[config.mk]
export PLATFORM = sky130hd
export DESIGN_NAME = instruction_fetch
export DESIGN_NICKNAME = d
export VERILOG_FILES = /design/src/rtl/instruction_fetch_pkg.sv /design/src/rtl/instruction_fetch.sv
export SDC_FILE = /design/constraint.sdc
export NUM_CORES = 1
export LEC_CHECK = 0
export BUFFER_PORTS_ARGS = -buffer_cell sky130_fd_sc_hd__buf_2
export CORE_MARGIN = 2
export CORE_UTILIZATION = 51
export DETAILED_ROUTE_END_ITERATION = 10
export PLACE_DENSITY = 0.87
export REMOVE_ABC_BUFFERS = 1
export SKIP_LAST_GASP = 1
export SLEW_MARGIN = 20
export SYNTH_ARGS = -nofsm -noshare
export SYNTH_HDL_FRONTEND = slang
export SYNTH_SLANG_ARGS = --single-unit
[constraint.sdc]
create_clock -name i_clk -period 6.3 [get_ports i_clk]
set_input_delay 0.315 -clock i_clk [delete_from_list [all_inputs] [get_ports i_clk]]
set_output_delay 0.315 -clock i_clk [all_outputs]
set_load 0.005 [all_outputs]
[src/rtl/instruction_fetch_pkg.sv]
// instruction_fetch_pkg: shared core constants and fetch FSM encoding
package instruction_fetch_pkg;

    localparam int TIMEOUT_CYCLES_DEF = 255;
    localparam int TIMEOUT_W_MIN      = 8;

    typedef enum logic [2:0] {
        S_IDLE,
        S_REQ,
        S_WAIT,
        S_HOLD,
        S_ADVANCE,
        S_ERR
    } fetch_state_t;

    // Timeout counter width: enough for 0..limit-1, never below 8 bits
    function automatic int cnt_width(input int limit);
        return ($clog2(limit) > TIMEOUT_W_MIN) ? $clog2(limit) : TIMEOUT_W_MIN;
    endfunction

endpackage

[src/rtl/instruction_fetch.sv]
// instruction_fetch: single-outstanding-read fetch FSM with alignment and timeout faults
module instruction_fetch
    import instruction_fetch_pkg::*;
#(
    parameter int TIMEOUT_CYCLES = TIMEOUT_CYCLES_DEF
) (
    input  logic        i_clk,
    input  logic        i_rst,
    input  logic [31:0] i_PC,
    output logic        o_load_PC,
    output logic [31:0] o_mem_addr,
    output logic        o_mem_read,
    input  logic [31:0] i_mem_data,
    input  logic        i_mem_DV,
    output logic [31:0] o_instr,
    output logic        o_instr_DV,
    input  logic        i_instr_ack,
    output logic        o_misaligned,
    output logic        o_bus_error
);

    localparam int            CW    = cnt_width(TIMEOUT_CYCLES);
    localparam logic [CW-1:0] LIMIT = CW'(TIMEOUT_CYCLES - 1);

    fetch_state_t  r_state;
    logic [CW-1:0] r_cnt;
    logic          r_load_pc;
    logic [31:0]   r_mem_addr;
    logic          r_mem_read;
    logic [31:0]   r_instr;
    logic          r_instr_dv;
    logic          r_misaligned;
    logic          r_bus_error;
    logic          w_misaligned;

    assign w_misaligned = |i_PC[1:0];
    assign o_load_PC    = r_load_pc;
    assign o_mem_addr   = r_mem_addr;
    assign o_mem_read   = r_mem_read;
    assign o_instr      = r_instr;
    assign o_instr_DV   = r_instr_dv;
    assign o_misaligned = r_misaligned;
    assign o_bus_error  = r_bus_error;

    // Fetch FSM; strobes default low so each pulse lasts exactly one cycle, data beats timeout
    always_ff @(posedge i_clk or posedge i_rst) begin
        if (i_rst) begin
            r_state      <= S_IDLE;
            r_cnt        <= '0;
            r_load_pc    <= 1'b0;
            r_mem_addr   <= 32'h0;
            r_mem_read   <= 1'b0;
            r_instr      <= 32'h0;
            r_instr_dv   <= 1'b0;
            r_misaligned <= 1'b0;
            r_bus_error  <= 1'b0;
        end else begin
            r_load_pc  <= 1'b0;
            r_mem_read <= 1'b0;
            case (r_state)
                S_IDLE: r_state <= S_REQ;
                S_REQ: begin
                    if (w_misaligned) begin
                        r_misaligned <= 1'b1;
                        r_state      <= S_ERR;
                    end else begin
                        r_mem_addr <= i_PC;
                        r_mem_read <= 1'b1;
                        r_cnt      <= '0;
                        r_state    <= S_WAIT;
                    end
                end
                S_WAIT: begin
                    if (i_mem_DV) begin
                        r_instr    <= i_mem_data;
                        r_instr_dv <= 1'b1;
                        r_state    <= S_HOLD;
                    end else if (r_cnt == LIMIT) begin
                        r_bus_error <= 1'b1;
                        r_state     <= S_ERR;
                    end else begin
                        r_cnt <= r_cnt + CW'(1);
                    end
                end
                S_HOLD: begin
                    if (i_instr_ack) begin
                        r_instr_dv <= 1'b0;
                        r_load_pc  <= 1'b1;
                        r_state    <= S_ADVANCE;
                    end
                end
                S_ADVANCE: r_state <= S_REQ;
                default:   r_state <= S_ERR;
            endcase
        end
    end

endmodule

==> flow_metrics.py <==
metrics = {
    "flow_run": {
        "drv_cap": 0,
    },
    "sta": {
        "hold_ws_ns": 0.155,
        "hold_violations": 0,
        "finalCritPeriodShare_pct": 33.0,
        "fin_crit_ns": 2.08,
        "worstMarginPinSlew_ns": 1.05,
        "slew_headroom_pct": 30.1,
        "drv_slew": 0,
        "fin_skew_ns": 0.00766,
        "tns_ns": 0,
        "rsz0062_at_grt": "no",
        "max_clock_freq_mhz": 481,
        "setup_viol": 0,
        "setup_ws_ns": 4.22,
    },
    "setup_path": {
        "crit_start": "r_state[1]$_DFFE_PP0P_",
        "critical-path-top-delay-family": "simple AND/OR/NAND/NOR gates",
        "crit_chain": "nor3b_2 -> nand2_1 -> nand2_1 -> nand2_1",
        "r2r-start": "r_state[1]$_DFFE_PP0P_",
        "cp-start-kind": "register",
        "max_stage_delay_ns": 0.72,
        "worstPathArrival_ns": 2.30,
        "end_kind": "register",
        "crit_buf_inv": 0,
        "crit_path_frequent_cell": "nand2_1",
        "critical_path_class": "register to register",
        "crit_required_ns": 6.52,
        "path_max_fanout": 34,
        "critPathSlowestCell": "nand2_1",
    },
    "clock_tree": {
        "clock_path_buffers": 2,
        "cts_hold_buf": 0,
        "clock-root-buffer": "clkbuf_8",
        "cts_buffers": 9,
        "h-tree-depth": 3,
        "cts.clk_slew.worst_paths_ns": 0.09,
        "numClockSinks": 80,
        "cts_resized": 0,
        "post-cts-setup-buffers": 0,
        "cts_tree": "done",
        "insertion_delay_ns": 0.34,
    },
    "global_routing": {
        "gr-usage-all-layers_pct": 20.9,
        "grt_max_degree": 81,
        "grt_pass1_vias": 2605,
        "antenna_found_initial": 0,
        "grt_pass1_wl_microns": 11800,
        "grt_overflow_total": 0,
    },
    "power_and_ir_drop": {
        "total_leakage_power_nw": 2.50,
        "p_per_area_nw_per_um2": 273,
        "vdd_drop_max_uv": 169,
    },
    "drt": {
        "antenna_left": 0,
        "wirelength_microns": 7140,
        "wire_per_inst_microns": 12.7,
        "first_pass_iters": 4,
        "viasPerCell": 4.89,
        "drt-initial-drc-count": 108,
        "drc": 0,
        "num_vias": 2748,
    },
    "final_layout": {
        "area_growth_pct": 29.0,
        "fillCellCount": 487,
        "final_area_sq_um": 4150,
        "final_nets": 552,
        "diodes": 0,
        "drive_gt1_share_pct": 33.3,
    },
    "synthesis": {
        "synth_edf_count": 0,
        "syn-cell-area_sq_um": 3220,
        "syn_inst": 348,
        "synth.yosys.warnings": 0,
        "synth_area_leader_cell": "dfrtp_1",
        "syn_area_per_cell_sq_um": 9.24,
        "synth_area_leaders": "dfrtp_1 (62%), nand2_1 (23%), buf_6 (1.4%)",
        "synth.distinct_cells": 35,
        "synth-seq-cells": 80,
        "synth.most_common_cell": "nand2_1",
        "synthTopCellsByCount": "nand2_1 (194), dfrtp_1 (80), buf_2 (7)",
        "yosys.area.top_type_share_pct": 62.2,
        "async_reset_ff_share_pct": 100,
        "synth_flop_cell": "dfrtp_1",
        "ys_seq_area_share_pct": 62.2,
    },
    "floorplan": {
        "die_x_microns": 83.4,
        "die-area_sq_um": 6960,
        "core-area_sq_um": 6030,
        "start_util_pct": 53.4,
        "num_io_pins": 137,
        "die_h_microns": 83.4,
        "fp-row-count": 28,
    },
    "place": {
        "portBuffers": 136,
        "place.gp.congestion": 0.874,
        "hpwl_microns": 5120,
        "placed_area_sq_um": 3920,
        "place_ws_ns": 4.22,
    },
    "min_path": {
        "hold_class": "primary input to register",
        "hold_start": "i_mem_data[14]",
    },
    "status": {
        "status": "finished, final reports clean",
    },
}
where the power goes:
part | leakage [nW] | total (mW) | switching, mW | internal [mW]
clock network | 0.116 | 0.438 | 0.176 | 0.262
registers | 1.07 | 0.577 | 0.0221 | 0.555
logic | 1.31 | 0.115 | 0.0573 | 0.0580
total | 2.50 | 1.13 | 0.256 | 0.875
area by class of cell:
| cell class | instances | area (sq um) | share of cell area [%] |
|---|---|---|---|
| flip-flops and latches | 80 | 2000 | 48.2 |
| multi-input cells | 248 | 1090 | 26.4 |
| repair buffers | 139 | 703 | 16.9 |
| clock buffers | 10 | 128 | 3.08 |
| clock inverters | 6 | 108 | 2.59 |
| well taps | 75 | 93.8 | 2.26 |
| inverters | 4 | 21.3 | 0.513 |
per-stage QoR:
| step | std cells | power [mW] | utilization, % |
|---|---|---|---|
| floorplan | 332 | 0.628 | - |
| global placement | 546 | 0.699 | 65.0 |
| detailed placement | 546 | 0.705 | 65.0 |
| CTS | 562 | 1.14 | 68.9 |
| global route | 562 | 1.18 | 68.9 |
| finish | 562 | 1.13 | 68.9 |
final timing paths:
| path | end | slack (ns) | cells after the start |
|---|---|---|---|
| hold / removal | o_instr[14]$_DFFE_PP0P_ | 0.16 | 3 |
| max in group asynchronous | o_instr[15]$_DFFE_PP0P_ | 5.40 | 3 |
| hold reg to reg | o_bus_error$_DFFE_PP0P_ | 0.46 | 1 |
| min in group asynchronous | o_instr[24]$_DFFE_PP0P_ | 0.25 | 3 |
| setup / recovery | o_instr[15]$_DFFE_PP0P_ | 4.22 | 4 |
| setup reg to reg | o_instr[15]$_DFFE_PP0P_ | 4.22 | 4 |
layer usage:
metal / track usage (%) / part of all wire, % / vias up
li1: - / - / 1365
met1: 26.0 / 41 / 1296
met2: 35.0 / 52 / 72
met3: 4.97 / 4.1 / 15
met4: 9.24 / 2.2 / 0
met5: 0 / 0 / -
sequential cells by signal (all words and copies together), names as in the netlist:
| name | flops |
|---|---|
| o_misaligned | 1 |
| o_bus_error | 1 |
| o_instr | 32 |
| o_load_PC | 1 |
| o_mem_addr | 32 |
| r_cnt | 8 |
| r_state | 3 |
| o_instr_DV | 1 |
| o_mem_read | 1 |
cells in the final DEF, fill, tap and decap left out, types with 2 or more instances in the layout:
cell / Yosys / final
clkbuf_8: 0 / 9
nand3_1: 5 / 5
ha_1: 2 / 2
buf_4: 0 / 3
o21ai_0: 4 / 4
nand2b_1: 3 / 3
a21oi_1: 4 / 4
nor2_1: 5 / 5
a21o_1: 2 / 2
nand2_1: 194 / 194
and2_1: 2 / 2
buf_2: 7 / 136
inv_1: 3 / 2
bufinv_16: 0 / 3
a31oi_1: 5 / 5
and3_1: 2 / 2
a41oi_1: 3 / 3
dfrtp_1: 80 / 80
nand4_1: 2 / 2
clkinv_2: 0 / 3
worst min-delay path: stages:
cell and delay (ns):
buf_2 0.07, nand2_1 0.04, nand2_1 0.04
cell families after synthesis:
kind of cell	Yosys count	share of synthesized area (%)
flip-flops	80	62.2
adder cells (fa/ha/maj)	2	0.778
AND/OR/NAND/NOR	223	28.5
AO/OA/AOI/OAI	22	4.40
multiplexers	1	0.350
buffers and inverters	20	3.73
(Power assumes the default switching activity.)
